**src/rtl/tinyalu_result_collector.sv**
```systemverilog
// rtl/tinyalu_result_collector.sv - pairs TinyALU commands with results and queues them for a valid/ready consumer
module tinyalu_result_collector #(
   parameter int DEPTH   = 4,
   parameter int TIMEOUT = 16
) (
   input  logic                       clk,
   input  logic                       reset_n,
   input  logic                       start,
   input  logic [2:0]                 op,
   input  logic [7:0]                 A,
   input  logic [7:0]                 B,
   input  logic                       done,
   input  logic [15:0]                result,
   output logic                       out_valid,
   input  logic                       out_ready,
   output logic [2:0]                 out_op,
   output logic [7:0]                 out_a,
   output logic [7:0]                 out_b,
   output logic [15:0]                out_result,
   output logic [1:0]                 out_status,
   output logic [$clog2(DEPTH+1)-1:0] fifo_count,
   output logic                       overflow,
   output logic                       spurious_done
);

   localparam int AW = $clog2(DEPTH);
   localparam int CW = $clog2(DEPTH + 1);
   localparam int TW = $clog2(TIMEOUT);

   typedef enum logic {IDLE, WAIT} state_t;

   state_t          state;
   logic            start_q;
   logic [2:0]      cmd_op;
   logic [7:0]      cmd_a;
   logic [7:0]      cmd_b;
   logic [TW-1:0]   counter;

   logic [36:0]     mem [DEPTH];
   logic [AW-1:0]   wptr;
   logic [AW-1:0]   rptr;
   logic [CW-1:0]   count;

   logic            accept;
   logic            push;
   logic            pop;
   logic            full;
   logic            write;
   logic [15:0]     push_result;
   logic [1:0]      push_status;
   logic [36:0]     head;

   assign accept = (state == IDLE) && start && !start_q && (op >= 3'd1) && (op <= 3'd4);

   // Terminating conditions in WAIT, highest priority first: done beats start-drop beats timeout.
   always_comb begin
      push        = 1'b0;
      push_result = 16'h0000;
      push_status = 2'b00;
      if (state == WAIT) begin
         if (done) begin
            push        = 1'b1;
            push_result = result;
         end else if (!start) begin
            push        = 1'b1;
            push_status = 2'b10;
         end else if (counter == TW'(TIMEOUT - 1)) begin
            push        = 1'b1;
            push_status = 2'b01;
         end
      end
   end

   assign out_valid  = (count != '0);
   assign full       = (count == CW'(DEPTH));
   assign pop        = out_valid && out_ready;
   assign write      = push && (!full || pop);
   assign fifo_count = count;

   always_ff @(posedge clk or negedge reset_n) begin
      if (!reset_n) begin
         state         <= IDLE;
         start_q       <= 1'b0;
         cmd_op        <= 3'd0;
         cmd_a         <= 8'h00;
         cmd_b         <= 8'h00;
         counter       <= '0;
         spurious_done <= 1'b0;
      end else begin
         start_q <= start;
         case (state)
            IDLE: begin
               if (done)
                  spurious_done <= 1'b1;
               if (accept) begin
                  cmd_op  <= op;
                  cmd_a   <= A;
                  cmd_b   <= B;
                  counter <= '0;
                  state   <= WAIT;
               end
            end
            WAIT: begin
               if (push)
                  state <= IDLE;
               else
                  counter <= counter + 1'b1;
            end
            default: state <= IDLE;
         endcase
      end
   end

   always_ff @(posedge clk or negedge reset_n) begin
      if (!reset_n) begin
         wptr     <= '0;
         rptr     <= '0;
         count    <= '0;
         overflow <= 1'b0;
      end else begin
         if (write)
            wptr <= wptr + 1'b1;
         if (pop)
            rptr <= rptr + 1'b1;
         count <= count + CW'(write) - CW'(pop);
         if (push && full && !pop)
            overflow <= 1'b1;
      end
   end

   always_ff @(posedge clk) begin
      if (write)
         mem[wptr] <= {cmd_op, cmd_a, cmd_b, push_result, push_status};
   end

   // Storage is not reset, so the head is forced to zero while the queue is empty.
   assign head = out_valid ? mem[rptr] : 37'd0;
   assign {out_op, out_a, out_b, out_result, out_status} = head;

endmodule
```
**config.mk**
```make
export PLATFORM = sky130hd
export DESIGN_NAME = tinyalu_result_collector
export DESIGN_NICKNAME = d
export VERILOG_FILES = /design/src/rtl/tinyalu_result_collector.sv
export SDC_FILE = /design/constraint.sdc
export NUM_CORES = 1
export LEC_CHECK = 0
export BUFFER_PORTS_ARGS = -buffer_cell sky130_fd_sc_hd__clkbuf_2
export CELL_PAD_IN_SITES_DETAIL_PLACEMENT = 1
export CELL_PAD_IN_SITES_GLOBAL_PLACEMENT = 1
export CORE_UTILIZATION = 26
export CTS_BUF_LIST = sky130_fd_sc_hd__clkbuf_16
export DETAILED_ROUTE_END_ITERATION = 8
export GPL_ROUTABILITY_DRIVEN = 0
export PLACE_DENSITY_LB_ADDON = 0.1
export SETUP_SLACK_MARGIN = 0.15
export SLEW_MARGIN = 20
export SYNTH_ARGS = -nofsm -noshare
export SYNTH_HDL_FRONTEND = slang
export SYNTH_SLANG_ARGS = --single-unit
```
**constraint.sdc**
```tcl
create_clock -name clk -period 5.4 [get_ports clk]
set_input_delay 1.08 -clock clk [delete_from_list [all_inputs] [get_ports clk]]
set_output_delay 1.08 -clock clk [all_outputs]
set_load 0.05 [all_outputs]
```
==> results.ini <==
[detailed_routing]
wire_per_inst_um=18.9
drc=0
first_pass_iters=4
drt_wl_total_um=15800
ant_nets=0
drtIter0Drc=147
vias_per_cell=4.24
via_count=3545

[clock_network]
clk-insertion-delay-late_ps=430
cts_tree=done
clock-sinks=182
cts_resized=0
cts_inserted_buffers=17
clk_pin_slew_ps=60
cts_root_buf=clkbuf_16
cts_hold_buf=0
clock_path_buffers=2
cts_setup_buffers=0
htree_levels=4

[timing]
finalSetupViolCount=0
fin_crit_sh_pct=65.9
slew_viol_final=0
finalSetupTns_ps=0
fin_ws_ps=1840
skew_ps=13.3
rsz0062_at_grt=no
hold_violations=0
slew_headroom_pct=32.2
max_freq_mhz=281
period_needed_ps=3560
worstMarginPinSlew_ps=1010

[synthesis]
ys_warn_count=0
synthCells=368
synthFlopType=edfxtp_1
syn_avg_cell_area_um2=19.7
synthesis.area_um2=7240
syn-num-nets=416
synth_top_area_share_pct=61.3
synth_edf_count=148
yosys-top-cells-area=edfxtp_1, dfrtp_1, mux4_2, and2_1, mux2_1
ys_seq_area_share_pct=73.1
yosysTopAreaCell=edfxtp_1
ys_ff_latch=182
async_flop_share_pct=18.7
yosysUniqueCellTypes=36

[floorplanning]
rows=60
io_pins=83
start_util_pct=26.7
core_um2=27200
dieArea_um2=28500
fp.dieW_um=169
fp.dieH_um=169

[run]
drv_cap=0

[critical_path]
start_kind=flip-flop
reg2reg_slack_ps=2490
end_kind=primary output
arrival_ps=2480
reg2regPathDepth=9
crit_required_ps=4320
r2r-start=fifo_count[1]
worstSetupPathType=reg2out
worstPathMaxFanout=39
r2r-end=fifo_count[2]

[placed_design]
dp_cells=804
place_hpwl_um=9220
pre_cts_ws_ps=1980
port_buffers=82

[worst_hold_path]
hold_depth=1
min_to=overflow
hp-class=reg2reg
worst_hold_startpoint=overflow

[global_routing]
grtUsageTotal_pct=11.9
grt_pass1_vias=3966
grt_max_degree=41
grt_pass1_wl_um=24400
overflow=0
antenna_found_initial=0

[layout]
final_nets=499
fin_cells=836
fillers=2818
antenna_cells=0
final_core_util_pct=31.9
drive_gt1_share_pct=36.0
syn2layout_area_growth_pct=19.5

[power_and_ir_drop]
p_per_area_nw_per_um2=571
peakVddDrop_v=0.000211
cellLeakagePower_nw=3.11

[status]
status=finished, final reports clean

per-stage QoR:
stage,instance area [um^2],hold slack [ps],power [mW]
6_report,8660,504,4.94
3_3_place_gp,8020,490,3.68
5_1_grt,8660,523,5.18
2_1_floorplan,7240,471,3.26
4_1_cts,8650,522,5.05
3_5_place_dp,8030,507,3.71
kinds of logic after synthesis:
| kind of cell | share of synthesized area (%) |
|---|---|
| flip-flops | 73.1 |
| AND/OR/NAND/NOR | 6.87 |
| multiplexers | 14.6 |
| buffers and inverters | 1.92 |
| AO/OA/AOI/OAI | 1.42 |
| adder cells (fa/ha/maj) | 1.49 |
| XOR/XNOR | 0.604 |
cell type report:
cell class	instances	area, um^2	area share [%]
Clock inverter	15	201	2.33
Inverter	8	30.0	0.347
Timing Repair Buffer	82	410	4.74
Multi-Input combinational cell	160	1820	21.0
Sequential cell	182	5300	61.3
Clock buffer	17	425	4.91
Tap cell	372	465	5.38
metal layers:
metal / up-vias / wire length, um / track usage, % / part of all wire (%)
li1: 1606 / - / - / -
met1: 1853 / 7220 / 15.2 / 46
met2: 72 / 7950 / 20.0 / 50
met3: 14 / 476 / 2.83 / 3.0
met4: 0 / 188 / 3.56 / 1.2
met5: - / 0 / 0 / 0
worst max path at each step:
stage / depth (start not counted) / end / slack [ps] / startpoint
6_report: 3 / out_result[4] / 1840 / rptr[0]
5_1_grt: 3 / out_result[4] / 1650 / rptr[0]
4_1_cts: 3 / out_op[1] / 1710 / rptr[0]
3_5_place_dp: 11 / fifo_count[2] / 1980 / done
3_3_place_gp: 4 / mem[0][7] / 1990 / done
2_1_floorplan: 3 / out_b[0] / 2290 / fifo_count[1]
critical path: stages (launching register included):
cell      delay, ps
dfrtp_4         990
mux4_2          640
and2_1          180
clkbuf_2        230
state kept, by name, indices dropped and copies added (netlist names):
register and cells:
mem 148, cmd_a 8, cmd_b 8, counter 4, cmd_op 3, fifo_count 3
rptr 2, wptr 2, overflow 1, spurious_done 1, start_q 1, state 1
report_power, final:
part / switching (mW) / internal, mW
clock: 0.547 / 0.779
combinational: 1.09 / 0.567
sequential: 0.263 / 1.70
total: 1.90 / 3.04
layout by cell type (no fill, tap or decap), drive strengths merged, types with 2 or more instances in the layout:
cell type  netlist  layout
a21o             3       3
a31o             3       3
and2            42      42
and3            18      18
bufinv           0       4
clkbuf           9      98
clkinv           0       4
dfrtp           34      34
edfxtp         148     148
ha               7       7
inv              8      14
mux2            20      20
mux4            37      37
nand2            2       2
nand3            3       3
nand3b           2       2
nor2             2       2
nor3             2       2
or3              2       2
xnor2            4       4
cells in the mapped netlist, types with 4 or more instances:
master and n:
inv_1 8, mux4_2 37, mux2_2 4, dfrtp_1 34
xnor2_1 4, buf_6 4, clkbuf_1 9, and2_1 42
edfxtp_1 148, ha_1 7, mux2_1 16, and3_1 18
(Power assumes the default switching activity.)
